## src/rtl/regfile_multiport_pkg.sv

```systemverilog
// rtl/regfile_multiport_pkg.sv - shared defaults and encodings for the multiport register file
package regfile_multiport_pkg;

  localparam int DATA_W_DEF = 32;
  localparam int ADDR_W_DEF = 5;

  // Register 0 is the hardwired-zero register.
  localparam int REG_ZERO = 0;

  // Read latency encodings.
  localparam int READ_COMB = 0;
  localparam int READ_REG  = 1;

  // Low bit of element idx in a packed vector of w-bit elements.
  function automatic int slice_lo(input int idx, input int w);
    return idx * w;
  endfunction

endpackage

```

## src/rtl/regfile_multiport_if.sv

```systemverilog
// rtl/regfile_multiport_if.sv - write, busy-set and read-port bundle of the register file
interface regfile_multiport_if #(
  parameter int DATA_W   = 32,
  parameter int ADDR_W   = 5,
  parameter int NUM_READ = 2
);

  logic                         ctrl_writeEnable;
  logic [ADDR_W-1:0]            ctrl_writeReg;
  logic [DATA_W-1:0]            data_writeReg;
  logic                         ctrl_busySet;
  logic [ADDR_W-1:0]            ctrl_busyReg;
  logic [NUM_READ-1:0]          ctrl_readEnable;
  logic [NUM_READ*ADDR_W-1:0]   ctrl_readReg;
  logic [NUM_READ*DATA_W-1:0]   data_readReg;
  logic [NUM_READ-1:0]          read_busy;
  logic [NUM_READ-1:0]          read_valid;

  modport master (
    output ctrl_writeEnable, ctrl_writeReg, data_writeReg,
    output ctrl_busySet, ctrl_busyReg,
    output ctrl_readEnable, ctrl_readReg,
    input  data_readReg, read_busy, read_valid
  );

  modport slave (
    input  ctrl_writeEnable, ctrl_writeReg, data_writeReg,
    input  ctrl_busySet, ctrl_busyReg,
    input  ctrl_readEnable, ctrl_readReg,
    output data_readReg, read_busy, read_valid
  );

endinterface

```

## src/rtl/regfile_read_port.sv

```systemverilog
// rtl/regfile_read_port.sv - one read port: address mux, write bypass, busy lookup, optional output register
module regfile_read_port
  import regfile_multiport_pkg::*;
#(
  parameter int DATA_W   = DATA_W_DEF,
  parameter int ADDR_W   = ADDR_W_DEF,
  parameter int READ_LAT = READ_COMB,
  parameter int BYPASS   = 1
) (
  input  logic                  clock,
  input  logic                  ctrl_reset,
  input  logic [DATA_W-1:0]     regs [2**ADDR_W],
  input  logic [2**ADDR_W-1:0]  busy,
  input  logic                  write_en,
  input  logic [ADDR_W-1:0]     write_reg,
  input  logic [DATA_W-1:0]     write_data,
  input  logic                  busy_set,
  input  logic [ADDR_W-1:0]     busy_reg,
  input  logic                  read_en,
  input  logic [ADDR_W-1:0]     read_reg,
  output logic [DATA_W-1:0]     read_data,
  output logic                  read_busy,
  output logic                  read_valid
);

  localparam logic [ADDR_W-1:0] ZERO_ADDR = ADDR_W'(REG_ZERO);

  logic              bypass_hit;
  logic [DATA_W-1:0] res_data;
  logic              res_busy;

  // Resolve data/busy for the addressed register, forwarding a same-cycle write.
  always_comb begin
    res_data   = '0;
    res_busy   = 1'b0;
    bypass_hit = (BYPASS != 0) && write_en && (write_reg == read_reg) && (read_reg != ZERO_ADDR);
    if (read_reg == ZERO_ADDR) begin
      res_data = '0;
      res_busy = 1'b0;
    end else if (bypass_hit) begin
      res_data = write_data;
      res_busy = busy_set && (busy_reg == read_reg);
    end else begin
      res_data = regs[read_reg];
      res_busy = busy[read_reg];
    end
  end

  generate
    if (READ_LAT == READ_REG) begin : g_reg
      // Capture the resolved read on an enabled edge; hold data/busy otherwise.
      always_ff @(posedge clock or posedge ctrl_reset) begin
        if (ctrl_reset) begin
          read_data  <= '0;
          read_busy  <= 1'b0;
          read_valid <= 1'b0;
        end else begin
          read_valid <= read_en;
          if (read_en) begin
            read_data <= res_data;
            read_busy <= res_busy;
          end
        end
      end
    end else begin : g_comb
      logic unused_clk_rst;
      assign unused_clk_rst = clock ^ ctrl_reset;
      assign read_data  = res_data;
      assign read_busy  = res_busy;
      assign read_valid = read_en;
    end
  endgenerate

endmodule

```

## src/rtl/regfile_multiport.sv

```systemverilog
// rtl/regfile_multiport.sv - register file with one write port, NUM_READ read ports and busy scoreboard
module regfile_multiport
  import regfile_multiport_pkg::*;
#(
  parameter int DATA_W   = DATA_W_DEF,
  parameter int ADDR_W   = ADDR_W_DEF,
  parameter int NUM_READ = 2,
  parameter int READ_LAT = READ_COMB,
  parameter int BYPASS   = 1
) (
  input  logic                clock,
  input  logic                ctrl_reset,
  regfile_multiport_if.slave  bus
);

  localparam int                NREG      = 2**ADDR_W;
  localparam logic [ADDR_W-1:0] ZERO_ADDR = ADDR_W'(REG_ZERO);

  logic [DATA_W-1:0] regs [NREG];
  logic [NREG-1:0]   busy;

  logic write_ok;
  logic busy_ok;

  assign write_ok = bus.ctrl_writeEnable && (bus.ctrl_writeReg != ZERO_ADDR);
  assign busy_ok  = bus.ctrl_busySet && (bus.ctrl_busyReg != ZERO_ADDR);

  // Storage update; r0 is never written so it stays at its reset value of 0.
  always_ff @(posedge clock or posedge ctrl_reset) begin
    if (ctrl_reset) begin
      for (int r = 0; r < NREG; r++) regs[r] <= '0;
    end else if (write_ok) begin
      regs[bus.ctrl_writeReg] <= bus.data_writeReg;
    end
  end

  // Scoreboard: writeback clears, busy-set marks; a same-cycle set on the same register wins.
  always_ff @(posedge clock or posedge ctrl_reset) begin
    if (ctrl_reset) begin
      busy <= '0;
    end else begin
      if (write_ok) busy[bus.ctrl_writeReg] <= 1'b0;
      if (busy_ok)  busy[bus.ctrl_busyReg]  <= 1'b1;
    end
  end

  generate
    for (genvar i = 0; i < NUM_READ; i++) begin : g_port
      regfile_read_port #(
        .DATA_W   (DATA_W),
        .ADDR_W   (ADDR_W),
        .READ_LAT (READ_LAT),
        .BYPASS   (BYPASS)
      ) u_port (
        .clock      (clock),
        .ctrl_reset (ctrl_reset),
        .regs       (regs),
        .busy       (busy),
        .write_en   (bus.ctrl_writeEnable),
        .write_reg  (bus.ctrl_writeReg),
        .write_data (bus.data_writeReg),
        .busy_set   (bus.ctrl_busySet),
        .busy_reg   (bus.ctrl_busyReg),
        .read_en    (bus.ctrl_readEnable[i]),
        .read_reg   (bus.ctrl_readReg[slice_lo(i, ADDR_W) +: ADDR_W]),
        .read_data  (bus.data_readReg[slice_lo(i, DATA_W) +: DATA_W]),
        .read_busy  (bus.read_busy[i]),
        .read_valid (bus.read_valid[i])
      );
    end
  endgenerate

endmodule
```

## src/flat_wrapper.sv

```systemverilog
// flat-port wrapper written by rule: the top's interface ports become plain ports
module regfile_multiport_flat import regfile_multiport_pkg::*;
#(
  parameter int DATA_W   = DATA_W_DEF,
  parameter int ADDR_W   = ADDR_W_DEF,
  parameter int NUM_READ = 2,
  parameter int READ_LAT = READ_COMB,
  parameter int BYPASS   = 1
)
  (clock, ctrl_reset, bus_ctrl_writeEnable, bus_ctrl_writeReg, bus_data_writeReg, bus_ctrl_busySet, bus_ctrl_busyReg, bus_ctrl_readEnable, bus_ctrl_readReg, bus_data_readReg, bus_read_busy, bus_read_valid);
  regfile_multiport_if #(.DATA_W(DATA_W), .ADDR_W(ADDR_W), .NUM_READ(NUM_READ)) bus_i ();
  input  logic clock;
  input  logic ctrl_reset;
  input wire logic [$bits(bus_i.ctrl_writeEnable)-1:0] bus_ctrl_writeEnable;
  input wire logic [$bits(bus_i.ctrl_writeReg)-1:0] bus_ctrl_writeReg;
  input wire logic [$bits(bus_i.data_writeReg)-1:0] bus_data_writeReg;
  input wire logic [$bits(bus_i.ctrl_busySet)-1:0] bus_ctrl_busySet;
  input wire logic [$bits(bus_i.ctrl_busyReg)-1:0] bus_ctrl_busyReg;
  input wire logic [$bits(bus_i.ctrl_readEnable)-1:0] bus_ctrl_readEnable;
  input wire logic [$bits(bus_i.ctrl_readReg)-1:0] bus_ctrl_readReg;
  output wire logic [$bits(bus_i.data_readReg)-1:0] bus_data_readReg;
  output wire logic [$bits(bus_i.read_busy)-1:0] bus_read_busy;
  output wire logic [$bits(bus_i.read_valid)-1:0] bus_read_valid;
  assign bus_i.ctrl_writeEnable = bus_ctrl_writeEnable;
  assign bus_i.ctrl_writeReg = bus_ctrl_writeReg;
  assign bus_i.data_writeReg = bus_data_writeReg;
  assign bus_i.ctrl_busySet = bus_ctrl_busySet;
  assign bus_i.ctrl_busyReg = bus_ctrl_busyReg;
  assign bus_i.ctrl_readEnable = bus_ctrl_readEnable;
  assign bus_i.ctrl_readReg = bus_ctrl_readReg;
  assign bus_data_readReg = bus_i.data_readReg;
  assign bus_read_busy = bus_i.read_busy;
  assign bus_read_valid = bus_i.read_valid;
  regfile_multiport #(.DATA_W(DATA_W), .ADDR_W(ADDR_W), .NUM_READ(NUM_READ), .READ_LAT(READ_LAT), .BYPASS(BYPASS)) u_core (.clock(clock), .ctrl_reset(ctrl_reset), .bus(bus_i));
endmodule
```

## config.mk

```make
export PLATFORM = sky130hd
export DESIGN_NAME = regfile_multiport_flat
export DESIGN_NICKNAME = d
export VERILOG_FILES = /design/src/rtl/regfile_multiport_pkg.sv /design/src/rtl/regfile_multiport_if.sv /design/src/rtl/regfile_read_port.sv /design/src/rtl/regfile_multiport.sv /design/src/flat_wrapper.sv
export SDC_FILE = /design/constraint.sdc
export NUM_CORES = 2
export LEC_CHECK = 0
export BUFFER_PORTS_ARGS = -buffer_cell sky130_fd_sc_hd__buf_2
export CORE_MARGIN = 2
export CORE_UTILIZATION = 45
export CTS_BUF_LIST = sky130_fd_sc_hd__clkbuf_4 sky130_fd_sc_hd__clkbuf_8
export CTS_CLUSTER_DIAMETER = 60
export DETAILED_ROUTE_END_ITERATION = 12
export GPL_TIMING_DRIVEN = 1
export HOLD_SLACK_MARGIN = 0.03
export PLACE_DENSITY = 0.64
export SYNTH_ARGS = -nofsm -noshare
export SYNTH_HDL_FRONTEND = slang
export SYNTH_SLANG_ARGS = --single-unit
```

## constraint.sdc

```tcl
create_clock -name clock -period 103.3 [get_ports clock]
set_input_delay 20.66 -clock clock [delete_from_list [all_inputs] [get_ports clock]]
set_output_delay 20.66 -clock clock [all_outputs]
set_load 0.1 [all_outputs]
```

==> impl_metrics.env <==
export IMPL_fin_skew_ns=0
export IMPL_route_detailed_drc=0
export IMPL_reg2reg_depth=1
export IMPL_mostFrequentLayoutCells="mux2_2 (1075), dfrtp_1 (1056), mux4_2 (396)"
export IMPL_cp_slowest_cell="buf_4"
export IMPL_vias=38700
export IMPL_postSynthAreaPerCell_um2=14.0
export IMPL_seq_power_share_pct=44.9
export IMPL_crit_reg2reg_launch="u_core.regs[252]"
export IMPL_rrSetupSlack_ns=102.47
export IMPL_firstDrtPassIters=6
export IMPL_r2r_end="u_core.regs[252]"
export IMPL_cpMostUsedCell="nor3_1"
export IMPL_crit_chain="buf_8, buf_12, buf_4, nand2_2, buf_4, nor2_1, nor3_1, nor3_1, nor3_1, buf_2"
export IMPL_required_ns=82.64
export IMPL_io_pins=126
export IMPL_fin_crit_ns=45.61
export IMPL_grt_usage_pct=29.0
export IMPL_hold_class="flop to flop"
export IMPL_routed_via_density=6.70
export IMPL_synth_top_area_cell="dfrtp_1"
export IMPL_synth_top_area_share_pct=46.5
export IMPL_min_period_over_period_pct=44.2
export IMPL_yosysUniqueCellTypes=47
export IMPL_clkPwrFrac_pct=33.1
export IMPL_hold_viol_final=0
export IMPL_crit_path_start_kind="input pin"
export IMPL_holdCritStartpoint="u_core.regs[999]"
export IMPL_fin_tns_setup_ns=0
export IMPL_path_clk_slew_ns=0.05
export IMPL_swShare_pct=29.9
export IMPL_drt_wirelength_per_cell_um=32.7
export IMPL_htreeDepth=4
export IMPL_endpoint_kind="output pin"
export IMPL_postCtsSetupRepairBufs=0
export IMPL_holdBufCountCts=0
export IMPL_cp_arrival_ns=24.95
export IMPL_max_stage_delay_ns=0.76
export IMPL_dpl_hpwl_mm=98.4
export IMPL_hold_slack_ns=0.398
export IMPL_start_util_pct=45.3
export IMPL_ctsResizeCount=0
export IMPL_min_path_cells=0
export IMPL_ys_seq_area_share_pct=46.5
export IMPL_clock_latency_ns=0.88
export IMPL_wirelength_mm=189
export IMPL_fin_nets=4043
export IMPL_final_area_um2=62300
export IMPL_fillers=10900
export IMPL_grt_overflow=0
export IMPL_drv_slew=0
export IMPL_synth_area_um2=56900
export IMPL_vdd_drop_max_uv=9.11
export IMPL_ys_ff_latch=1056
export IMPL_finalSetupViolCount=0
export IMPL_p_int_w=0.000859
export IMPL_largest_reg_flops=1024
export IMPL_cts_root_buf="clkbuf_8"
export IMPL_p_leak_nw=27.2
export IMPL_p_comb_share_pct=22.0
export IMPL_cts_sinks=1056
export IMPL_cp_num_cells=10
export IMPL_ant_nets=0
export IMPL_grt_start_max_net_pins=181
export IMPL_place_congestion=0.810
export IMPL_cts_buffers=176
export IMPL_netlist_top_cells_area="dfrtp_1 (46%), mux2_2 (21%), mux4_2 (16%)"
export IMPL_crit_type="input pin to output pin"
export IMPL_row_count=130
export IMPL_critPathBufInv=5
export IMPL_dp_slack_ns=57.69
export IMPL_synth_warnings=0
export IMPL_syn_nets=4130
export IMPL_tightestPinTransition_ns=1.25
export IMPL_setup_ws_ns=57.69
export IMPL_final_common_cell="mux2_2"
export IMPL_synth_cells=4072
export IMPL_syn2layout_area_growth_pct=9.48
export IMPL_async_reset_ff_share_pct=100
export IMPL_grt_pass1_wl_mm=274
export IMPL_cts_path_max_buffers=3
export IMPL_crit_path_max_fanout=92
export IMPL_min_to="u_core.regs[999]"
export IMPL_grt_pass1_vias=38600
export IMPL_die_w_um=360
export IMPL_io_buffers=121
export IMPL_status="complete, no violations"
export IMPL_clock_fmax_mhz=21.9
export IMPL_relSlewSlack_pct=16.6
export IMPL_drive_gt1_share_pct=49.8
export IMPL_coreArea_um2=126000
export IMPL_cts_tree="yes"
export IMPL_p_sw_w=0.000366
export IMPL_postPlaceCellArea_um2=58400
export IMPL_synth_ff_type="dfrtp_1"
export IMPL_cellPowerDensity_nw_per_um2=19.7
export IMPL_synth_edf_count=0
export IMPL_crit_family="buffers and inverters"
export IMPL_antenna_found_initial=11
export IMPL_dieArea_um2=129000
export IMPL_grt_setup_unrepaired="no"
export IMPL_drt_iter0_drc=4151
export IMPL_dieHeight_um=360
export IMPL_cap_viol_max_count=0
-- area by class of cell --
class	instances	area (um2)	share of cell area, %
well taps	1650	2060	3.31
clock inverters	44	384	0.617
flip-flops and latches	1056	26400	42.4
multi-input cells	2541	28500	45.8
diodes	8	20.0	0.0321
repair buffers	206	1360	2.18
clock buffers	273	3460	5.55
inverters	4	22.5	0.0362
-- through the flow --
stage | total power, W | instances | utilization [%]
2_1_floorplan | 0.000759 | 4072 | -
3_5_place_dp | 0.000822 | 5457 | 46.5
6_report | 0.00122 | 5782 | 49.6
5_1_grt | 0.00127 | 5778 | 49.6
3_3_place_gp | 0.000814 | 5457 | 46.5
4_1_cts | 0.00123 | 5774 | 49.6
-- power by group through the flow --
stage	Clock (W)	Combinational, W	Sequential, W
CTS	0.000411	0.000269	0.000547
global placement	0	0.000264	0.000550
finish	0.000406	0.000269	0.000550
detailed placement	0	0.000268	0.000554
global route	0.000430	0.000286	0.000559
floorplan	0	0.000222	0.000537
-- synth_stat cells, types with 22 or more instances --
cell type and instances:
nor3_1 233, buf_1 65, mux2i_1 164, nand2_1 29, dfrtp_1 1056, buf_2 164, o21ai_0 22, a221o_1 64
nor2_1 208, o22ai_1 102, o221ai_1 66, clkbuf_1 207, mux2_2 1075, buf_4 26, a211oi_1 30, mux4_2 396
mux2_1 46
-- how the worst max path moves through the flow --
| stage | from | endpoint | slack [ns] |
|---|---|---|---|
| after floorplan | ctrl_reset | u_core.busy[0] | 52.92 |
| after global placement | bus_ctrl_readReg[0] | bus_data_readReg[24] | 57.72 |
| after detailed placement | bus_ctrl_readReg[0] | bus_data_readReg[24] | 57.69 |
| after CTS | bus_ctrl_readReg[0] | bus_data_readReg[24] | 57.69 |
| after global routing | bus_ctrl_readReg[0] | bus_data_readReg[24] | 57.53 |
| final | bus_ctrl_readReg[0] | bus_data_readReg[24] | 57.69 |
-- layer usage --
metal  wire, um  track usage (%)  share of wire (%)
met1      79700             41.0                 42
met2      85100             43.7                 45
met3      16500             6.26                8.7
met5         12                0             0.0063
met4       7690             11.8                4.1
-- logic make-up after synthesis --
group,count (synthesis),synth area share (%)
XOR/XNOR,20,0.308
AO/OA/AOI/OAI,312,4.26
flip-flops,1056,46.5
AND/OR/NAND/NOR,528,4.44
multiplexers,1681,40.8
buffers and inverters,475,3.79
Note: power is estimated with default switching activity, not from simulation.
